### src/rtl/branch_predictor.sv
// Direct-mapped BTB with 2-bit saturating counters, combinational lookup and resolve-time update.
// Optional statistics counters are compiled in when BPRED_STATS_EN is defined.
module branch_predictor #(
  parameter int ENTRIES = 16
) (
  input  logic        clk,
  input  logic        rst,
  input  logic [31:0] pc,
  output logic        predTaken,
  output logic [31:0] predTarget,
  input  logic        resolveValid,
  input  logic [31:0] resolvePc,
  input  logic        resolveTaken,
  input  logic [31:0] resolveTarget,
  input  logic        resolvePredTaken,
  input  logic [31:0] resolvePredTarget,
  output logic        mispredict,
  output logic [31:0] redirectPc
`ifdef BPRED_STATS_EN
  ,
  output logic [31:0] statBranches,
  output logic [31:0] statMispredicts
`endif
);

  localparam int IDX_W = $clog2(ENTRIES);
  localparam int TAG_W = 30 - IDX_W;

  logic             r_valid  [ENTRIES];
  logic [TAG_W-1:0] r_tag    [ENTRIES];
  logic [31:0]      r_target [ENTRIES];
  logic [1:0]       r_ctr    [ENTRIES];

  logic [IDX_W-1:0] w_idx;
  logic [TAG_W-1:0] w_tag;
  logic             w_hit;
  logic [IDX_W-1:0] w_resIdx;
  logic [TAG_W-1:0] w_resTag;
  logic             w_resHit;
  logic             w_unused;

  assign w_idx    = pc[IDX_W+1:2];
  assign w_tag    = pc[31:IDX_W+2];
  assign w_resIdx = resolvePc[IDX_W+1:2];
  assign w_resTag = resolvePc[31:IDX_W+2];
  assign w_unused = ^{pc[1:0], resolvePc[1:0]};

  // Lookup reads the registered arrays only, so a same-cycle update is seen next cycle.
  assign w_hit      = r_valid[w_idx] && (r_tag[w_idx] == w_tag);
  assign predTaken  = w_hit && r_ctr[w_idx][1];
  assign predTarget = predTaken ? r_target[w_idx] : pc + 32'd4;

  assign w_resHit   = r_valid[w_resIdx] && (r_tag[w_resIdx] == w_resTag);
  assign mispredict = resolveValid &&
                      ((resolveTaken != resolvePredTaken) ||
                       (resolveTaken && (resolveTarget != resolvePredTarget)));
  assign redirectPc = resolveTaken ? resolveTarget : resolvePc + 32'd4;

  // Tag and target are deliberately left unreset; valid=0 masks them.
  always_ff @(posedge clk) begin
    if (rst) begin
      for (int i = 0; i < ENTRIES; i++) begin
        r_valid[i] <= 1'b0;
        r_ctr[i]   <= 2'b01;
      end
    end else if (resolveValid) begin
      if (w_resHit) begin
        if (resolveTaken) begin
          if (r_ctr[w_resIdx] != 2'b11) r_ctr[w_resIdx] <= r_ctr[w_resIdx] + 2'd1;
          r_target[w_resIdx] <= resolveTarget;
        end else if (r_ctr[w_resIdx] != 2'b00) begin
          r_ctr[w_resIdx] <= r_ctr[w_resIdx] - 2'd1;
        end
      end else if (resolveTaken) begin
        r_valid[w_resIdx]  <= 1'b1;
        r_tag[w_resIdx]    <= w_resTag;
        r_target[w_resIdx] <= resolveTarget;
        r_ctr[w_resIdx]    <= 2'b10;
      end
    end
  end

`ifdef BPRED_STATS_EN
  logic [31:0] r_statBranches;
  logic [31:0] r_statMispredicts;

  always_ff @(posedge clk) begin
    if (rst) begin
      r_statBranches    <= 32'd0;
      r_statMispredicts <= 32'd0;
    end else begin
      if (resolveValid) r_statBranches <= r_statBranches + 32'd1;
      if (mispredict)   r_statMispredicts <= r_statMispredicts + 32'd1;
    end
  end

  assign statBranches    = r_statBranches;
  assign statMispredicts = r_statMispredicts;
`endif

endmodule

### config.mk
export PLATFORM = sky130hd
export DESIGN_NAME = branch_predictor
export DESIGN_NICKNAME = d
export VERILOG_FILES = /design/src/rtl/branch_predictor.sv
export SDC_FILE = /design/constraint.sdc
export NUM_CORES = 1
export LEC_CHECK = 0
export BUFFER_PORTS_ARGS = -buffer_cell sky130_fd_sc_hd__buf_2
export CAP_MARGIN = 10
export CORE_ASPECT_RATIO = 1.2
export CORE_MARGIN = 2
export CORE_UTILIZATION = 55
export CTS_BUF_LIST = sky130_fd_sc_hd__clkbuf_2
export DETAILED_ROUTE_END_ITERATION = 12
export HOLD_SLACK_MARGIN = 0.02
export PLACE_DENSITY = 0.71
export SLEW_MARGIN = 25
export SYNTH_ARGS = -nofsm -noshare
export SYNTH_HDL_FRONTEND = slang
export SYNTH_SLANG_ARGS = --single-unit
export TNS_END_PERCENT = 30
### constraint.sdc
create_clock -name clk -period 6.9 [get_ports clk]
set_input_delay 1.38 -clock clk [delete_from_list [all_inputs] [get_ports clk]]
set_output_delay 1.38 -clock clk [all_outputs]
set_load 0.02 [all_outputs]
==> impl_results.md <==
- Outcome: completed
- Post-synthesis cell type count: 72
- EDFF count, synth: 960
- GP Congestion: 0.8854
- Area Overhead vs Synth: 10.69%
- Peak supply drop: 0.1245 mV
- Clk_skew: 130.5 ps
- Placement Cell Area: 47020 um^2
- Pleak: 0.01625 uW
- Fmax: 154.0 MHz
- Worst-Margin Slew: 1058 ps
- Sequential share of power: 58.4%
- Nets: 2792
- Post-layout min period: 6494 ps
- Total power: 11250 uW
- Worst Setup Path Type: input pin to output port
- Avg Inst Size Synth: 19.37 um^2
- Layout cell share with drive strength beyond 1: 40.42%
- FF+latch count, synth: 976
- # fillers: 5836
- Worst setup path start: pc[2]
- Die area: 82930 um^2
- CTS clk-pin slew, worst paths: 110 ps
- Detailed Routing Iterations Pass 1: 7
- CP Launch Type: input pin
- TritonCTS clock tree: built
- Vias per cell: 6.663
- CP Data Required Time: 5520 ps
- Setup TNS: 0 ps
- Global-route wire length before repair: 179500 um
- P_int: 8255 uW
- WP data arrival: 5110 ps
- Sequential-to-total area share from yosys stat: 65.73%
- Proportion of power drawn by the clock network: 31.9%
- Die width: 263.2 um
- Post-synth top area share: 65.01%
- Via Count: 25860
- Hold Vio Cnt, Final: 0
- # DRC: 0
- Hold Startpoint: resolveTarget[1]
- Post-DP HPWL: 78250 um
- Hold_buf cts: 0
- Post-synth top flop: edfxtp_1
- Design Area, Final: 49090 um^2
- CTS buffer count: 221
- Ys async rst share: 0%
- Cell with the most instances after synthesis: edfxtp_1
- Switching Power: 2993 uW
- Slew Viols, Final: 0
- WL per Instance: 32.38 um
- Drt initial violations: 3301
- Post-CTS Setup Repair Bufs: 0
- Synthesis warning total: 0
- Comb pwr share: 9.7%
- Die Y: 315.1 um
- Ranking of synthesized cells by area: edfxtp_1, mux4_2, xnor2_1, mux2i_1, xor2_1
- Syn_nets: 2428
- RSZ-0062 raised after global routing: no
- Period utilization: 94.12%
- Cell Area, Synth: 44350 um^2
- Switching share of total power: 26.61%
- PD cells: 229.1 nW/um^2
- Resized cells post-CTS: 0
- Reg-to-Reg Start: r_tag[5][17]
- CP endpoint kind: output port
- GRT Overall Usage: 30.66%
- Port-buffer cells: 198
- Hold Crit Class: input pin to register
- Final wirelength: 125700 um
- IO Pins: 199
- Final ANT Viol Nets: 0
- Clk_lat worst skew: 1560 ps
- Max FO, Critical Path: 33
- Largest area contributor in the netlist: edfxtp_1
- Grt total ovfl: 0
- CTS Root Cell: clkbuf_2
- Max_cap viols: 0
- Clock H-tree levels: 4
- Pin count of the biggest net entering global routing: 76
- Finish-stage setup viols: 0
- Antenna violations before repair: 14
- Vias in the first global route: 26040
- Worst relative slew slack: 29.33%
- Clock Path Buffers: 3
- Synthesized instance count: 2290
- Util after Layout: 61.24%
- Commonest cells post-synth: edfxtp_1, mux4_2, xnor2_1
- # rows: 114
- Starting density of the core: 55.32%
- Core outline area: 80160 um^2
- Sink Count: 976
==> power groups by stage <==
stage                     clock network [uW]  logic [uW]  registers, uW
after floorplan                            0         660           6690
after global placement                     0        1070           6700
after detailed placement                   0        1090           6700
after CTS                               3670        1090           6560
after global routing                    3960        1150           6570
final                                   3590        1090           6560
==> per-layer routing <==
metal	wire, um	GRT usage [%]
met1	44260	39.30
met2	62570	50.32
met3	14330	8.209
met4	4459	12.48
met5	88	0
==> stage by stage <==
stage	std cells	setup WS, ps	hold slack (ps)
floorplan	2290	1308	442.4
global placement	3471	360.3	473.0
detailed placement	3473	382.6	478.8
CTS	3870	329.5	49.45
global route	3878	130.7	90.76
finish	3882	405.6	236.3
==> cells in the final DEF, fill, tap and decap left out, types with 51 or more instances in the layout <==
master and instances:
xnor2_1 100, nand3_1 60, clkinv_1 63, nand2_1 98, mux4_2 368, buf_2 192, clkbuf_2 311, mux2i_1 67
buf_4 91, xor2_1 51, edfxtp_1 960
==> critical path, stage by stage <==
cell     delay, ps
buf_8          290
buf_12         240
mux4_2         510
mux4_2         490
xnor2_1        290
nand4_1        150
nor4_1         560
nand4_4        170
buf_4          390
mux2_4         400
buf_2          160
==> path summary, 6_finish.rpt <==
kind	endpoint	slack, ps	cells past startpoint
hold reg to reg	r_valid[10]	500	1
setup reg to reg	r_tag[3][21]	2710	10
hold / removal	r_target[12][1]	240	1
setup / recovery	predTarget[3]	410	11
==> sequential cells by signal, indices dropped and copies added, names as in the netlist <==
signal    cells
r_target    512
r_valid      16
r_tag       416
r_ctr        32
==> kinds of logic (layout without fill, tap and decap cells) <==
kind of cell | Yosys count | count (layout) | synth area share, %
DFF | 976 | 976 | 65.73
muxes | 504 | 504 | 22.39
and+or+nand+nor | 302 | 302 | 3.425
AOI/OAI and AO/OA | 178 | 178 | 3.205
buffers and inverters | 174 | 712 | 2.125
xor gates and xnor gates | 151 | 151 | 2.982
adders and majority gates | 5 | 5 | 0.1411
other | 0 | 10 | 0
==> final cells by class <==
class / instances / area, um^2 / area share [%]
multi-input cells: 1140 / 14510 / 29.55
clock inverters: 86 / 442.9 / 0.9023
inverters: 11 / 41.29 / 0.08411
repair buffers: 304 / 2063 / 4.203
well taps: 1044 / 1306 / 2.661
clock buffers: 311 / 1556 / 3.171
diodes: 10 / 25.02 / 0.05098
flip-flops and latches: 976 / 29150 / 59.38
(Power assumes the default switching activity.)
